### config.mk
export PLATFORM = sky130hd
export DESIGN_NAME = keypad_scanner_flat
export DESIGN_NICKNAME = d
export VERILOG_FILES = /design/src/rtl/keypad_scanner_if.sv /design/src/rtl/keypad_scanner.sv /design/src/flat_wrapper.sv
export SDC_FILE = /design/constraint.sdc
export NUM_CORES = 1
export LEC_CHECK = 0
export CELL_PAD_IN_SITES_DETAIL_PLACEMENT = 0
export CELL_PAD_IN_SITES_GLOBAL_PLACEMENT = 2
export CORE_MARGIN = 4
export CORE_UTILIZATION = 33
export DETAILED_ROUTE_END_ITERATION = 7
export GPL_ROUTABILITY_DRIVEN = 0
export PLACE_DENSITY = 0.72
export REMOVE_ABC_BUFFERS = 1
export SETUP_SLACK_MARGIN = 0.05
export SYNTH_ARGS = -nofsm -noshare
export SYNTH_HDL_FRONTEND = slang
export SYNTH_SLANG_ARGS = --single-unit
### constraint.sdc
create_clock -name int_osc -period 1.7 [get_ports int_osc]
set_input_delay 0.34 -clock int_osc [delete_from_list [all_inputs] [get_ports int_osc]]
set_output_delay 0.34 -clock int_osc [all_outputs]
set_load 0.02 [all_outputs]
### src/rtl/keypad_scanner_if.sv
// Keypad-side bundle: row sense lines in, column drive and key report out.
// The scanner takes the master view; the keypad/debouncer side takes the slave view.
interface keypad_scanner_if;
   logic [3:0] rows;
   logic [3:0] cols;
   logic       pressed;
   logic [3:0] itemp;

   modport master (input rows, output cols, output pressed, output itemp);
   modport slave  (output rows, input cols, input pressed, input itemp);
endinterface

### src/rtl/keypad_scanner.sv
// 4x4 matrix keypad scanner: walks active-low columns, locks onto the first key seen
// and reports its code with a level pressed flag until that row releases.
module keypad_scanner #(
   parameter int SETTLE_CYCLES = 1200,
   parameter int SYNC_STAGES   = 2
) (
   input  logic             int_osc,
   input  logic             reset,
   keypad_scanner_if.master kp
);
   localparam int               CNT_W    = (SETTLE_CYCLES > 1) ? $clog2(SETTLE_CYCLES) : 1;
   localparam logic [CNT_W-1:0] CNT_LAST = CNT_W'(SETTLE_CYCLES - 1);
   localparam logic [0:0]       ST_SCAN  = 1'b0;
   localparam logic [0:0]       ST_HOLD  = 1'b1;

   logic [SYNC_STAGES-1:0][3:0] sync_q, sync_d;
   logic [3:0]                  rows_s;
   logic [0:0]                  state_q, state_d;
   logic [1:0]                  col_q, col_d;
   logic [1:0]                  row_q, row_d;
   logic [CNT_W-1:0]            cnt_q, cnt_d;
   logic                        pressed_q, pressed_d;
   logic [3:0]                  itemp_q, itemp_d;

   function automatic logic [3:0] key_code(input logic [1:0] r, input logic [1:0] c);
      logic [3:0] code;
      case ({r, c})
         4'd0:    code = 4'h1;
         4'd1:    code = 4'h2;
         4'd2:    code = 4'h3;
         4'd3:    code = 4'hA;
         4'd4:    code = 4'h4;
         4'd5:    code = 4'h5;
         4'd6:    code = 4'h6;
         4'd7:    code = 4'hB;
         4'd8:    code = 4'h7;
         4'd9:    code = 4'h8;
         4'd10:   code = 4'h9;
         4'd11:   code = 4'hC;
         4'd12:   code = 4'hE;
         4'd13:   code = 4'h0;
         4'd14:   code = 4'hF;
         default: code = 4'hD;
      endcase
      return code;
   endfunction

   // Lowest-index low row wins when several keys share the sampled column.
   function automatic logic [1:0] first_low(input logic [3:0] r);
      logic [1:0] idx;
      if (!r[0])      idx = 2'd0;
      else if (!r[1]) idx = 2'd1;
      else if (!r[2]) idx = 2'd2;
      else            idx = 2'd3;
      return idx;
   endfunction

   always_comb begin
      sync_d = {sync_q[SYNC_STAGES-2:0], kp.rows};
   end

   assign rows_s = sync_q[SYNC_STAGES-1];

   always_comb begin
      state_d   = state_q;
      col_d     = col_q;
      row_d     = row_q;
      cnt_d     = cnt_q;
      pressed_d = pressed_q;
      itemp_d   = itemp_q;
      case (state_q)
         ST_SCAN: begin
            if (cnt_q == CNT_LAST) begin
               cnt_d = '0;
               if (&rows_s) begin
                  col_d = col_q + 2'd1;
               end else begin
                  row_d     = first_low(rows_s);
                  itemp_d   = key_code(first_low(rows_s), col_q);
                  pressed_d = 1'b1;
                  state_d   = ST_HOLD;
               end
            end else begin
               cnt_d = cnt_q + CNT_W'(1);
            end
         end
         ST_HOLD: begin
            // Only the locked row matters; any single high sample ends the hold.
            if (rows_s[row_q]) begin
               pressed_d = 1'b0;
               col_d     = col_q + 2'd1;
               cnt_d     = '0;
               state_d   = ST_SCAN;
            end
         end
         default: state_d = ST_SCAN;
      endcase
   end

   always_ff @(posedge int_osc or negedge reset) begin
      if (!reset) begin
         sync_q    <= '1;
         state_q   <= ST_SCAN;
         col_q     <= 2'd0;
         row_q     <= 2'd0;
         cnt_q     <= '0;
         pressed_q <= 1'b0;
         itemp_q   <= 4'h0;
      end else begin
         sync_q    <= sync_d;
         state_q   <= state_d;
         col_q     <= col_d;
         row_q     <= row_d;
         cnt_q     <= cnt_d;
         pressed_q <= pressed_d;
         itemp_q   <= itemp_d;
      end
   end

   assign kp.cols    = ~(4'b0001 << col_q);
   assign kp.pressed = pressed_q;
   assign kp.itemp   = itemp_q;
endmodule

### src/flat_wrapper.sv
// flat-port wrapper written by rule: the top's interface ports become plain ports
module keypad_scanner_flat 
#(
   parameter int SETTLE_CYCLES = 1200,
   parameter int SYNC_STAGES   = 2
)
  (int_osc, reset, kp_rows, kp_cols, kp_pressed, kp_itemp);
  keypad_scanner_if kp_i ();
  input  logic int_osc;
  input  logic reset;
  input wire logic [$bits(kp_i.rows)-1:0] kp_rows;
  output wire logic [$bits(kp_i.cols)-1:0] kp_cols;
  output wire logic [$bits(kp_i.pressed)-1:0] kp_pressed;
  output wire logic [$bits(kp_i.itemp)-1:0] kp_itemp;
  assign kp_i.rows = kp_rows;
  assign kp_cols = kp_i.cols;
  assign kp_pressed = kp_i.pressed;
  assign kp_itemp = kp_i.itemp;
  keypad_scanner #(.SETTLE_CYCLES(SETTLE_CYCLES), .SYNC_STAGES(SYNC_STAGES)) u_core (.int_osc(int_osc), .reset(reset), .kp(kp_i));
endmodule
# Word-level counts from Yosys, hierarchy flattened
# Memory sizes are Yosys's and may differ from the RTL's. A register that Yosys moved wholly into a read port is not among the register bits.
# Cells that the tools add are included.
# W data, S select, Z words.
# classes
bitwise	3
n_addsub	2
n_reduce_logical	5
shifts	1
mux	23
magnitude_cmp	1
n_eq_ne	5
# op_table
cell	n
$mux W11	2
$pmux W11 S2	1
$mux W2	8
$add A11 B1 Y11 const B	1
$eq A11 B11 Y1 const B	1
$reduce_and A3 Y1	3
$mux W1	8
$ne A2 B1 Y1 const B	2
$ne A2 B2 Y1 const B	2
$not A4 Y4	1
$pmux W1 S2	2
$pmux W2 S2	1
$reduce_and A4 Y1	1
$shl A1 B2 Y4 const A	1
$lt A2 B3 Y1 const B	1
$add A2 B1 Y2 const B	1
$bmux W1 S2	1
$not A1 Y1	2
$logic_not A1 Y1	1
# totals
n_memories	1
input_bits	6
romBits	64
reg_bits	25
# mem_list
memory	depth	width	read_ports	rd_clocked_by_memory_dff	wr	line	rtl
(name not given)	16	4	1	1	0	keypad_scanner.sv:27	case ({r, c})

# Logic depth before layout (Yosys ltp)
# depth
word_depth	6
mapped_depth	6
ltp_nobuf	6

# Worst setup path before layout
# OpenSTA, ideal clock, no wires.
# synth_timing
path_type	reg-to-reg
from	reg u_core.sync_q, in the netlist u_core.rows_s[2]
to	reg u_core.col_q[1]
arrival_time_ps	1500
n_path_buf	1
setup_ps	125
synth_period_minus_slack_ps	1625
slack_ps	75
stages_incl_launch_ff	6
path_cell_list	dfstp_2 -> buf_6 -> mux4_2 -> nor2_4 -> nor3_2 -> mux2_4
# synth_between
elab_chain_cells	4
# synth_lines
item	line	rtl
from (decl)	keypad_scanner.sv:16	logic [SYNC_STAGES-1:0][3:0] sync_q, sync_d;
from (signal assigned)	keypad_scanner.sv:110	sync_q <= sync_d;
$bmux W1 S2	keypad_scanner.sv:89	if (rows_s[row_q]) begin
$mux W1 (not written as such)	keypad_scanner.sv:89	
$ne A2 B2 Y1 (no source line)	--	
$reduce_and A3 Y1 (no source line) *	--	
to (signal assigned)	keypad_scanner.sv:112	col_q <= col_d;
to (decl)	keypad_scanner.sv:19	logic [1:0] col_q, col_d;
# Mark *: on every way between the ends. The rest lies on a longest branch, timed or not. The select of a mux whose other input is x is not followed.
# A chain may end at the register's enable or synchronous reset.

# Worst setup path after layout
# layout_timing
from	reg u_core.sync_q, in the netlist u_core.rows_s[0]
to	reg u_core.col_q[1]
# The elaborated chain is that of the path after synthesis.

==> flow_summary.yaml <==
run_status:
  status: "finished, final reports clean"
cells_and_area:
  fill_cells: 416
  antenna_cells: 0
  final_area_mm2: 0.001911
  multiInputGateArea_um2: 696.9
  drive_above_1_share_pct: 29.94
  nets: 189
  seq_area_um2: 735.7
  area_delta_synth_final_pct: 25.58
grt:
  grt_usage_pct: 10.56
  antenna_found_initial: 0
  grt_pass1_vias: 1048
  grt_start_max_net_pins: 30
  grt_pass1_wl_um: 5002
  overflow: 0
logic_synthesis:
  synthArstFlopShare_pct: 100.0
  synth-edff-count: 0
  synthTopCellsByCount: "dfrtp_1, inv_1, nand2_1"
  synthFlopType: "dfrtp_1"
  ys_types: 39
  synth_top_area_share_pct: 34.54
  synth_area_leaders: "dfrtp_1, dfstp_2, ha_1"
  syn_area_per_cell_um2: 10.79
  synth-seq-cells: 29
  syn_area_mm2: 0.001521
  yosysMostFrequentCell: "dfrtp_1"
  yosysWarningCount: 0
  yosysSeqAreaShare_pct: 48.36
  netlist_instances: 141
  yosys.area.top_type: "dfrtp_1"
detailed_routing:
  drt_iter0_drc: 58
  drc: 0
  vias: 1110
  wl_um: 2969
  viasPerCell: 4.847
  wl_per_cell_um: 12.97
  drtAntennaViolNets: 0
  drt_first_pass_iters: 4
place:
  postPlaceCellArea_mm2: 0.001815
  io_buffers: 14
  dp_hpwl_um: 2132
setup_path:
  critPathArrivalTime_ns: 1.75
  cp_max_fo: 6
  critPathKind: "flop to flop"
  crit_path_end_kind: "flop"
  worstPathRequired_ns: 1.86
  start_kind: "flop"
power_and_ir_drop:
  p_per_area_mw_per_mm2: 693.0
  leakage_nw: 0.8539
  max-vdd-ir-drop_mv: 0.5396
  power_mw: 1.324
timing:
  hold_viol_final: 0
  setup_viol: 0
  slew_violations: 0
  slew_headroom_pct: 72.03
  worstMarginPinSlew_ns: 0.4142
  clock.fmax_mhz: 628.4
  worst_clock_skew_ns: 0.01049
  rsz0062_at_grt: "yes"
  period_minus_slack_ns: 1.591
  post-route-period-util_pct: 93.60
clock_network:
  cts_max_level: 2
  cts_max_path_buffers: 2
  clock_sinks: 29
  clk_latency_ns: 0.28
  cts_root_buffer: "clkbuf_8"
  numCtsBuffers: 5
  cts_tree: "yes"
  clkTransAtPathRegs_ns: 0.06
floorplan:
  dieArea_mm2: 0.005761
  initial_utilization_pct: 34.47
  die_w_um: 75.90
  core-area_mm2: 0.004414
  placementRows: 24
  io_pins: 15
  die_h_um: 75.90
min_path:
  min_path_type: "flop to flop"
run:
  maxCapViolCount: 0
-- cells in the final DEF, fill, tap and decap left out, types with 4 or more instances in the layout --
cell	instances
dfrtp_1	21
buf_4	20
nand2_1	11
inv_1	10
o21ai_0	10
clkdlybuf4s50_1	10
dfstp_2	8
a21oi_1	7
mux2i_1	7
nand4_1	6
ha_1	6
and2_1	5
clkbuf_8	5
nor2_1	4
-- critical path, stage by stage (launching register included) --
cell and delay (ns):
dfstp_2 0.58, mux4_2 0.30, nor2_4 0.05, nor3_4 0.22, mux2_4 0.32
-- timing repair --
item | 4_1_cts | 5_1_grt
setup buffers | 2 | 0
hold buffers | 0 | 0
cloned | 0 | 0
gates resized for setup | 13 | 8
setup endpoints to repair | 12 | 14
pin swaps | 1 | 1
-- cells by family (layout without fill, tap and decap cells) --
logic type | count (synthesis) | in the layout | synth area share [%]
AND/OR/NAND/NOR | 43 | 43 | 16.37
adder cells (fa/ha/maj) | 7 | 7 | 5.756
multiplexers | 12 | 12 | 9.292
XOR/XNOR | 2 | 2 | 1.152
AO/OA/AOI/OAI | 29 | 29 | 12.58
flip-flops | 29 | 29 | 48.35
buffers and inverters | 19 | 55 | 6.496
-- sequential cells by signal, summed over array words and instances (netlist names) --
name	cells
u_core.sync_d	4
u_core.row_q	2
u_core.state_q	1
u_core.rows_s	4
u_core.kp.itemp	4
u_core.col_q	2
u_core.cnt_q	11
u_core.kp.pressed	1
-- per-layer routing --
metal	wire length [um]	global-route usage (%)
met5	0	0
met4	17	2.669
met3	111	3.910
met2	1319	15.41
met1	1521	14.68
-- where the power goes --
part | leakage, nW | switching [mW] | total (mW) | internal, mW
logic | 0.447 | 0.0290 | 0.0559 | 0.0270
clock network | 0.0439 | 0.273 | 0.555 | 0.282
registers | 0.363 | 0.00588 | 0.713 | 0.708
total | 0.854 | 0.308 | 1.32 | 1.02
-- path summary, 6_finish.rpt --
kind / end / slack, ns / cells past startpoint / startpoint
max: u_core.col_q[1] / 0.11 / 4 / u_core.rows_s[0]
min: u_core.rows_s[3] / 0.36 / 0 / u_core.sync_d[7]
max reg2reg: u_core.col_q[1] / 0.11 / 4 / u_core.rows_s[0]
min reg2reg: u_core.rows_s[3] / 0.36 / 0 / u_core.sync_d[7]
max in group asynchronous: u_core.rows_s[3] / 0.95 / 2 / reset
min in group asynchronous: u_core.kp.itemp[0] / 0.44 / 2 / reset
-- area by class of cell --
class                      instances  area share, %
multi-input combinational         93          36.48
tap                               52          3.405
clock buffer                       5          3.602
inverter                          12          2.358
timing repair buffer              35          14.73
sequential                        29          38.51
clock inverter                     3         0.9168
-- per-stage QoR --
step | hold WS (ns) | cells | util [%] | setup TNS (ns) | setup WS, ns
after floorplan | 0.04441 | 134 | - | -0.05419 | -0.05419
after global placement | 0.3460 | 219 | 41.13 | 0 | 0.01280
after detailed placement | 0.3472 | 219 | 41.13 | 0 | 0.005334
after CTS | 0.3570 | 229 | 43.71 | 0 | 0.04843
after global routing | 0.3582 | 229 | 43.28 | 0 | 0.04307
final | 0.3560 | 229 | 43.28 | 0 | 0.1088
Power figures use the tool's default switching activity.
